<file path="src/rtl/mmss_timer.sv">
// Minutes:seconds stopwatch/countdown with an internal one-second prescaler.
// It counts up or down, then wraps or stops at the terminal value. It also supports a preset load and start/stop control.
`timescale 1ns/1ps
module mmss_timer #(
    parameter int CLK_DIV = 1000,
    parameter int MIN_MAX = 99,
    localparam int MIN_W = $clog2(MIN_MAX + 1)
) (
    input  logic             clk,
    input  logic             rst_n,
    input  logic             clear,
    input  logic             load,
    input  logic [MIN_W-1:0] load_min,
    input  logic [5:0]       load_sec,
    input  logic             start,
    input  logic             stop,
    input  logic             dir,
    input  logic             wrap_en,
    output logic [MIN_W-1:0] minutes,
    output logic [5:0]       seconds,
    output logic             running,
    output logic             tick,
    output logic             rollover,
    output logic             done
);

    // A single-cycle prescaler still needs one bit so that the vector is legal.
    localparam int PW = (CLK_DIV > 1) ? $clog2(CLK_DIV) : 1;
    localparam logic [PW-1:0]    PRESC_LAST = PW'(CLK_DIV - 1);
    localparam logic [MIN_W-1:0] MIN_TOP    = MIN_W'(MIN_MAX);
    localparam logic [5:0]       SEC_TOP    = 6'd59;

    typedef enum logic [1:0] {IDLE, RUN, DONE} state_t;

    state_t           state, state_nxt;
    logic [PW-1:0]    presc, presc_nxt;
    logic [MIN_W-1:0] min_nxt;
    logic [5:0]       sec_nxt;
    logic             tick_nxt, roll_nxt;

    always_ff @(posedge clk or negedge rst_n) begin
        if (!rst_n) begin
            state    <= IDLE;
            presc    <= '0;
            minutes  <= '0;
            seconds  <= '0;
            tick     <= 1'b0;
            rollover <= 1'b0;
        end else begin
            state    <= state_nxt;
            presc    <= presc_nxt;
            minutes  <= min_nxt;
            seconds  <= sec_nxt;
            tick     <= tick_nxt;
            rollover <= roll_nxt;
        end
    end

    assign running = (state == RUN);
    assign done    = (state == DONE);

    always_comb begin
        state_nxt = state;
        presc_nxt = '0;
        min_nxt   = minutes;
        sec_nxt   = seconds;
        tick_nxt  = 1'b0;
        roll_nxt  = 1'b0;

        if (clear) begin
            state_nxt = IDLE;
            min_nxt   = '0;
            sec_nxt   = '0;
        end else if (load) begin
            state_nxt = IDLE;
            min_nxt   = (load_min > MIN_TOP) ? MIN_TOP : load_min;
            sec_nxt   = (load_sec > SEC_TOP) ? SEC_TOP : load_sec;
        end else if (stop) begin
            // A stop also masks a same-cycle start, so IDLE stays IDLE.
            if (state == RUN)
                state_nxt = IDLE;
        end else if (start && state == IDLE) begin
            if (dir && !wrap_en && minutes == '0 && seconds == '0)
                state_nxt = DONE;
            else
                state_nxt = RUN;
        end else if (state == RUN) begin
            if (presc != PRESC_LAST) begin
                presc_nxt = presc + PW'(1);
            end else if (!dir) begin
                if (seconds != SEC_TOP) begin
                    sec_nxt  = seconds + 6'd1;
                    tick_nxt = 1'b1;
                end else if (minutes != MIN_TOP) begin
                    sec_nxt  = '0;
                    min_nxt  = minutes + MIN_W'(1);
                    tick_nxt = 1'b1;
                end else if (wrap_en) begin
                    sec_nxt  = '0;
                    min_nxt  = '0;
                    tick_nxt = 1'b1;
                    roll_nxt = 1'b1;
                end else begin
                    state_nxt = DONE;
                end
            end else begin
                if (seconds != '0) begin
                    sec_nxt  = seconds - 6'd1;
                    tick_nxt = 1'b1;
                    if (!wrap_en && minutes == '0 && seconds == 6'd1)
                        state_nxt = DONE;
                end else if (minutes != '0) begin
                    sec_nxt  = SEC_TOP;
                    min_nxt  = minutes - MIN_W'(1);
                    tick_nxt = 1'b1;
                end else if (wrap_en) begin
                    sec_nxt  = SEC_TOP;
                    min_nxt  = MIN_TOP;
                    tick_nxt = 1'b1;
                    roll_nxt = 1'b1;
                end else begin
                    state_nxt = DONE;
                end
            end
        end
    end

endmodule
</file>
<file path="config.mk">
export PLATFORM = sky130hd
export DESIGN_NAME = mmss_timer
export DESIGN_NICKNAME = d
export VERILOG_FILES = /design/src/rtl/mmss_timer.sv
export SDC_FILE = /design/constraint.sdc
export NUM_CORES = 1
export LEC_CHECK = 0
export CORE_MARGIN = 3
export CORE_UTILIZATION = 38
export CTS_BUF_LIST = sky130_fd_sc_hd__clkbuf_8
export DETAILED_ROUTE_END_ITERATION = 8
export GPL_TIMING_DRIVEN = 0
export PLACE_DENSITY = 0.66
export SYNTH_ARGS = -nofsm -noshare
export SYNTH_HDL_FRONTEND = slang
export SYNTH_SLANG_ARGS = --single-unit
</file>
<file path="constraint.sdc">
create_clock -name clk -period 3.4 [get_ports clk]
set_clock_uncertainty 0.05 [all_clocks]
set_input_delay 0.51 -clock clk [delete_from_list [all_inputs] [get_ports clk]]
set_output_delay 0.51 -clock clk [all_outputs]
set_load 0.1 [all_outputs]
</file>
== After elaboration in Yosys (flattened, before gate mapping) ==
Cells that the tools add are included.

* Output and inout bits: 17
* Bits in registers: 27

* Magnitude comparators: 2
* Equal/unequal tests: 19
* Add/subtract/negate cells: 5
* Multiplexer cells: 72
* Reduce and logical (&&, ||, !) cells: 19

{| class="wikitable"
|+ Operator list
! kind !! number
|-
| 7-bit two-way mux || 14
|-
| 6-bit two-way mux || 14
|-
| 10-bit two-way mux || 6
|-
| 2-bit two-way mux || 15
|-
| 1-bit two-way mux || 23
|-
| 6-bit != test, second input constant || 3
|-
| 7-bit != test, second input constant || 2
|-
| 6-bit nonzero test || 2
|-
| 10-bit by 1-bit adder with 10-bit output, second input constant || 1
|-
| 10-bit != test, second input constant || 1
|-
| 3-bit != test, second input constant || 3
|-
| 4-bit != test, second input constant || 2
|-
| 8-bit AND reduction || 1
|-
| 7-bit by 1-bit adder with 7-bit output, second input constant || 1
|-
| 7-bit greater-than comparator, second input constant || 1
|-
| 7-bit zero test || 1
|-
| 7-bit by 6-bit != test with 1-bit output, second input constant || 1
|-
| 7-bit AND reduction || 1
|-
| 7-bit nonzero test || 1
|-
| 7-bit by 1-bit subtractor with 7-bit output, second input constant || 1
|-
| 6-bit by 1-bit adder with 6-bit output, second input constant || 1
|-
| 6-bit by 1-bit == test with 1-bit output, second input constant || 1
|-
| 6-bit greater-than comparator, second input constant || 1
|-
| 1-bit logical AND || 6
|-
| 14 further kinds || 14
|}

== Logic depth before layout (Yosys ltp) ==
Gate-level depths: netlist of the first run.

* Word-level depth: 12
* Gate-level depth with buffers: 7
* Depth with buffers taken out: 7

== Least setup slack after synthesis of the first run ==
Ideal clock, no wire load.

* Path type: register to register
* Start: register minutes[0]
* End: register minutes[2]
* Slack: 600 ps
* Stages on the path, launching flop included: 8
* Library setup time: 82 ps
* Arrival: 2667 ps
* Path buffers: 0
* Data required time: 3268 ps
* Path through: dfrtp_1 -> inv_1 -> ha_1 -> nor4bb_1 -> o21ai_0 -> nand3_2 -> or4_1 -> a31oi_1

* Longest elaborated chain between the ends: 10
* Elaborated cells between the ends (all ways): 18

{| class="wikitable"
|+ RTL lines
! what !! RTL line !! source
|-
| start: declaration || 19 || <nowiki>output logic [MIN_W-1:0] minutes,</nowiki>
|-
| start signal: assignment || 52 || <nowiki>minutes <= min_nxt;</nowiki>
|-
| 7-bit by 1-bit adder with 7-bit output (tied with other cells) || 96 || <nowiki>min_nxt = minutes + MIN_W'(1);</nowiki>
|-
| 7-bit two-way mux, on equally long branches || 94, 112 ||
|-
| 7-bit two-way mux, on equally long branches || 91, 107 ||
|-
| 7-bit two-way mux || 90 || <nowiki>end else if (!dir) begin</nowiki>
|-
| 7-bit two-way mux || 88 || <nowiki>if (presc != PRESC_LAST) begin</nowiki>
|-
| 7-bit two-way mux || 87 || <nowiki>end else if (state == RUN) begin</nowiki>
|-
| 7-bit two-way mux || 82 || <nowiki>end else if (start && state == IDLE) begin</nowiki>
|-
| 7-bit two-way mux || 78 || <nowiki>end else if (stop) begin</nowiki>
|-
| 7-bit two-way mux || 74 || <nowiki>end else if (load) begin</nowiki>
|-
| 7-bit two-way mux || 70 || <nowiki>if (clear) begin</nowiki>
|}

Several ways; a longest one is shown, not always the timed one. The select of a mux whose other input is x is not followed.
A chain may end at the register's enable or synchronous reset.

== Worst setup path in the final report of the first run ==
* Start: register minutes[0]
* End: register seconds[5]

* Longest elaborated chain between the ends: 10
* Elaborated cells between the ends (all ways): 16

{| class="wikitable"
|+ RTL lines
! what !! RTL line !! source
|-
| 7-bit != test or 7-bit nonzero test (tied branches) || 94, 112 ||
|-
| 6-bit two-way mux, on equally long branches || 94, 112 ||
|-
| 6-bit two-way mux, on equally long branches || 91, 107 ||
|-
| 6-bit two-way mux || 90 ||
|-
| 6-bit two-way mux || 88 ||
|-
| 6-bit two-way mux || 87 ||
|-
| 6-bit two-way mux || 82 ||
|-
| 6-bit two-way mux || 78 ||
|-
| 6-bit two-way mux || 74 ||
|-
| 6-bit two-way mux || 70 ||
|-
| end signal: assignment || 53 || <nowiki>seconds <= sec_nxt;</nowiki>
|-
| end: declaration || 20 || <nowiki>output logic [5:0] seconds,</nowiki>
|}

Several ways; a longest one is shown, not always the timed one. The select of a mux whose other input is x is not followed.

==> flow_summary_export.csv, run 1 <==
group,metric,value,unit
outcome,status,"completed",
global_route,grt_max_degree,28,
setup_path,criticalPathCategory,"reg2reg",
setup_path,max_stage_delay,0.51,ns
timing,drv_slew,0,
route,drt_wl_total,5.91,mm
placement,port-buffer-count,37,
global_route,grt.total_usage,19.2,%
timing,layout_min_cycle_time,2.67,ns
finish,nets,325,
placement,pre_cts_ws,0.561,ns
clocking,cts_tree,"built",
setup_path,crit_buf_inv,1,
clocking,numClockSinks,27,
die,num_rows,26,
synthesis,synth_sequential_area_ratio,31.8,%
clocking,clockBufferDepth,2,
global_route,grt-ovfl-total,0,
die,coreArea,5270,um^2
route,top_layer_used,"met4",
die,fp.dieH,80.8,um
job,drv_cap,0,
worst_hold_path,hold_class,"in2async",
synthesis,syn_area_per_cell,8.30,um^2
setup_path,slowest_stage,"o211ai_1",
route,drtIter0Drc,114,
timing,rsz0062_at_grt,"false",
clocking,cts_hold_buffers,0,
setup_path,cp_max_fo,7,
global_route,antenna_found_initial,0,
die,dieArea,6520,um^2
synthesis,synth-seq-cells,27,
setup_path,worstPathArrival,2.82,ns
synthesis,yosys_warnings,0,
clocking,cts_root_buf,"clkbuf_8",
route,wl_met1,2.61,mm
setup_path,reg2regPathDepth,7,
power_and_ir_drop,p_leak,0.977,nW
clocking,cts_buffers,3,
synthesis,synth.area.top_cells,"dfrtp_1 32%, nor2_1 5.3%, ha_1 3.5%, a21oi_1 3.3%, xnor2_1 3.3%",
global_route,grt_pass1_wl,9.91,mm
setup_path,cp.required,3.55,ns
power_and_ir_drop,power_density,331,nW/um^2
power_and_ir_drop,max-vdd-ir-drop,0.173,mV
timing,fin_ws,0.735,ns
timing,fmax,375,MHz
route,wl_per_cell,16.1,um
setup_path,end_kind,"flip-flop",
route,vias_per_cell,5.90,
route,dr.pass1.iters,4,
finish,nFillCells,539,
synthesis,synth_area,2120,um^2
placement,routabilityCongestion,0.866,
clocking,path_clk_slew,0.10,ns
setup_path,critical-path-top-delay-family,"compound AO/OA/AOI/OAI gates",
finish,syn2layout_area_growth,23.5,%
die,start_util,40.3,%
route,drc,0,
synthesis,async_flop_share,100,%
clocking,postCtsSetupBuffers,0,
timing,worstMarginPinSlew,0.975,ns
finish,diodes,0,
route,dr_wl_met3,383,um
clocking,cts_resized,0,
synthesis,synth_top_area_cell,"dfrtp_1",
route,vias,2167,
synthesis,ys_types,59,
setup_path,crit_chain,"inv_1 -> ha_1 -> nor3b_1 -> nand2_1 -> o211ai_1 -> a21oi_1 -> a211oi_2",
timing,timing.setup.tns,0,ns
route,ant_nets,0,
placement,dp_hpwl,4.38,mm
timing,finalSetupViolations,0,
die,ios,38,
synthesis,synth_edf_count,0,
timing,period_share,78.4,%
synthesis,synth_top_area_share,31.8,%
synthesis,synthFlopType,"dfrtp_1",
synthesis,synth_cells,256,
die,die_x,80.8,um
setup_path,path_depth,7,
synthesis,syn_nets,283,
finish,drive_gt1_share,4.38,%
timing,relSlewSlack,34.8,%
clocking,htree_levels,1,
setup_path,critPathLaunchType,"flip-flop",
route,wl_met2,2.77,mm
clocking,clk_latency,0.28,ns
timing,finalHoldViolations,0,
global_route,grt_pass1_vias,2071,
## layout by cell type (no fill, tap or decap), drive strengths merged, types with 4 or more instances in the layout
cell,instances
a211oi,6
a21boi,4
a21oi,14
a31oi,5
clkbuf,19
clkdlybuf4s50,36
dfrtp,27
ha,6
inv,11
nand2,12
nand3,12
nand4,5
nand4b,4
nor2,30
nor3,10
nor4,5
o211ai,5
o21ai,12
or3,4
xnor2,8
xor2,7
## state kept, by name, summed over array words and instances, names as in the netlist
signal,cells
rollover,1
state,2
seconds,6
presc,10
tick,1
minutes,7
## power breakdown
group          internal (mW)  switching (mW)
Clock                 0.0825           0.109
Combinational          0.104           0.221
Sequential             0.334          0.0190
## synthesized netlist by cell type (6+ instances only)
master / instances
nor2_1: 30
dfrtp_1: 27
clkbuf_1: 16
a21oi_1: 14
nand2_1: 12
o21ai_0: 12
inv_1: 11
nand3_1: 11
nor3_1: 10
xnor2_1: 8
xor2_1: 7
ha_1: 6
## worst paths after layout
| path | endpoint | startpoint | slack, ns |
|---|---|---|---|
| max reg2reg | seconds[5] | minutes[0] | 0.73 |
| min in group clk | presc[0] | presc[0] | 0.44 |
| min reg2reg | presc[0] | presc[0] | 0.44 |
| max | seconds[5] | minutes[0] | 0.73 |
| max in group asynchronous | seconds[5] | rst_n | 2.71 |
| min | presc[7] | rst_n | 0.18 |
## worst register-to-register path: stages, from the launching register on
cell	delay, ns
dfrtp_1	0.47
inv_1	0.12
ha_1	0.27
nor3b_1	0.48
nand2_1	0.30
o211ai_1	0.51
a21oi_1	0.15
a211oi_2	0.23
## per-stage QoR
| step | power (mW) | std cells | area, um^2 | hold slack, ns | utilization, % |
|---|---|---|---|---|---|
| 2_1_floorplan | 0.581 | 256 | 2120 | 0.164 | - |
| 3_3_place_gp | 0.679 | 363 | 2580 | 0.424 | 49.0 |
| 3_5_place_dp | 0.681 | 363 | 2580 | 0.432 | 49.0 |
| 4_1_cts | 0.877 | 367 | 2630 | 0.446 | 49.9 |
| 5_1_grt | 0.916 | 367 | 2620 | 0.234 | 49.8 |
| 6_report | 0.869 | 367 | 2620 | 0.182 | 49.8 |
## cell type report
class	instances	area, um^2	area share (%)
clock inverter	1	5.00	0.191
inverter	11	41.3	1.57
clock buffer	3	41.3	1.57
buffer	16	60.1	2.29
sequential	27	676	25.8
timing repair buffer	37	365	13.9
multi-input combinational	202	1350	51.4
tap	70	87.6	3.34
## kinds of logic after synthesis
| family | after synthesis | synth area share [%] |
|---|---|---|
| xor gates and xnor gates | 15 | 6.18 |
| buffers and inverters | 27 | 4.77 |
| muxes | 3 | 1.41 |
| DFF | 27 | 31.8 |
| and+or+nand+nor | 104 | 27.9 |
| AOI/OAI and AO/OA | 74 | 24.4 |
| adders and majority gates | 6 | 3.53 |
## routing by layer
metal | global-route usage (%) | vias to the layer above
li1 | - | 1046
met1 | 24.9 | 1022
met2 | 31.4 | 86
met3 | 2.99 | 13
met4 | 8.95 | 0
met5 | 0 | -
No activity file was read; power rests on OpenSTA's default activity.
==> run 2, diff against run 1 <==
--- a/config.mk
+++ b/config.mk
@@ -10,7 +10,7 @@
 export CTS_BUF_LIST = sky130_fd_sc_hd__clkbuf_8
 export DETAILED_ROUTE_END_ITERATION = 8
 export GPL_TIMING_DRIVEN = 0
-export PLACE_DENSITY = 0.66
+export PLACE_DENSITY = 0.68
 export SYNTH_ARGS = -nofsm -noshare
 export SYNTH_HDL_FRONTEND = slang
 export SYNTH_SLANG_ARGS = --single-unit
==> constraint.sdc (replaced) <==
create_clock -name clk -period 2.2 [get_ports clk]
set_clock_uncertainty 0.05 [all_clocks]
set_input_delay 0.33 -clock clk [delete_from_list [all_inputs] [get_ports clk]]
set_output_delay 0.33 -clock clk [all_outputs]
set_load 0.1 [all_outputs]
==> flow_summary_export.csv, run 2 (synthesis results as in run 1) <==
group,metric,value,unit
die,die_x,80.8,um
die,num_rows,26,
setup_path,cp.required,2.34,ns
route,drt_wl_total,5.82,mm
global_route,grt_pass1_wl,9.89,mm
timing,hold_slack,0.00397,ns
finish,fin_area,2900,um^2
clocking,htree_levels,1,
route,drtIter0Drc,120,
timing,period_share,99.4,%
timing,layout_min_cycle_time,2.19,ns
route,drc,0,
clocking,clockBufferDepth,2,
setup_path,cp_max_fo,4,
global_route,grt_pass1_vias,2102,
finish,largest_register_ffs,10,
clocking,path_clk_slew,0.10,ns
setup_path,worstPathArrival,2.33,ns
power_and_ir_drop,power_density,489,nW/um^2
clocking,clk_latency,0.28,ns
die,start_util,40.3,%
finish,nFillCells,508,
clocking,cts_tree,"built",
finish,diodes,0,
route,ant_nets,0,
timing,fmax,457,MHz
worst_hold_path,hold_class,"in2async",
route,vias_per_cell,5.72,
timing,finalHoldViolations,0,
finish,final_common_cell,"nor2_1",
timing,drv_slew,0,
finish,drive_gt1_share,21.0,%
finish,syn2layout_area_growth,36.6,%
clocking,cts_root_buf,"clkbuf_8",
timing,rsz0062_at_grt,"true",
global_route,grt_max_degree,28,
placement,dp_hpwl,4.15,mm
power_and_ir_drop,max-vdd-ir-drop,0.241,mV
global_route,antenna_found_initial,0,
die,fp.dieH,80.8,um
route,vias,2173,
setup_path,critPathLaunchType,"flip-flop",
timing,worstMarginPinSlew,0.964,ns
timing,fin_ws,0.0134,ns
job,drv_cap,0,
clocking,cts_hold_buffers,0,
placement,pre_cts_ws,-0.446,ns
die,dieArea,6520,um^2
clocking,numClockSinks,27,
setup_path,criticalPathCategory,"reg2reg",
timing,relSlewSlack,35.5,%
placement,port-buffer-count,37,
finish,final_cell_mix,"30 x nor2_1, 21 x clkdlybuf4s50_1, 13 x a21oi_1, 13 x dfrtp_1, 13 x buf_4",
power_and_ir_drop,p_leak,1.13,nW
placement,routabilityCongestion,0.892,
die,coreArea,5270,um^2
outcome,status,"completed",
finish,regArea,713,um^2
setup_path,end_kind,"flip-flop",
die,ios,38,
route,dr.pass1.iters,4,
route,wl_per_cell,15.3,um
finish,largestRegisters,"presc x10, minutes x7, seconds x6",
finish,nets,338,
finish,final_util,55.1,%
global_route,grt-ovfl-total,0,
clocking,cts_buffers,3,
finish,multiInputGateArea,1470,um^2
placement,place_area,2650,um^2
global_route,grt.total_usage,18.7,%
timing,finalSetupViolations,0,
finish,regMostFlops,"presc",
==> run 2: area by class of cell <==
cell class	instances	share of cell area, %
clock buffers	3	1.42
flip-flops and latches	27	24.6
plain buffers	16	2.85
well taps	70	3.02
clock inverters	1	0.302
multi-input cells	202	50.6
repair buffers	50	15.7
inverters	11	1.51
==> run 2: worst max-delay path, cell delays in order, from the launching register on <==
cell and delay (ns):
dfrtp_4 0.50, or4_4 0.55, a2bb2o_4 0.25, nand3_2 0.11
or4_1 0.43, a31oi_1 0.20
==> run 2: what timing repair did <==
item,4_1_cts,5_1_grt
setup endpoints to repair,24,15
gates cloned,0,0
buffers inserted,7,6
hold endpoints to repair,0,0
gates resized for setup,25,26
pin swaps,8,10
==> run 2: path summary, 6_finish.rpt <==
| kind | to | start | cells after the start | slack, ns |
|---|---|---|---|---|
| worst max-delay path | minutes[2] | seconds[3] | 5 | 0.01 |
| min in group clk | state[1] | stop | 2 | 0.31 |
| worst min register to register | presc[0] | presc[0] | 1 | 0.44 |
| max in group asynchronous | seconds[2] | rst_n | 1 | 1.63 |
| worst max register to register | minutes[2] | seconds[3] | 5 | 0.01 |
| worst min-delay path | presc[7] | rst_n | 1 | 0.004 |
==> run 2: power breakdown <==
group	total [mW]	internal [mW]	switching, mW
logic	0.558	0.195	0.363
clock network	0.307	0.133	0.174
registers	0.553	0.525	0.0281
total	1.42	0.853	0.565
==> run 2: metal layers <==
layer / wire length (um) / vias to the layer above / GRT usage (%)
li1: - / 1065 / -
met1: 2700 / 1021 / 26.4
met2: 2640 / 81 / 29.8
met3: 426 / 6 / 2.99
met4: 52 / 0 / 4.56
met5: 0 / - / 0
==> run 2: through the flow <==
step | instances | power [mW] | setup TNS, ns
2_1_floorplan | 256 | 0.920 | -0.478
3_3_place_gp | 363 | 1.07 | -4.22
3_5_place_dp | 363 | 1.07 | -4.22
4_1_cts | 374 | 1.41 | 0
5_1_grt | 380 | 1.50 | -0.164
6_report | 380 | 1.42 | 0
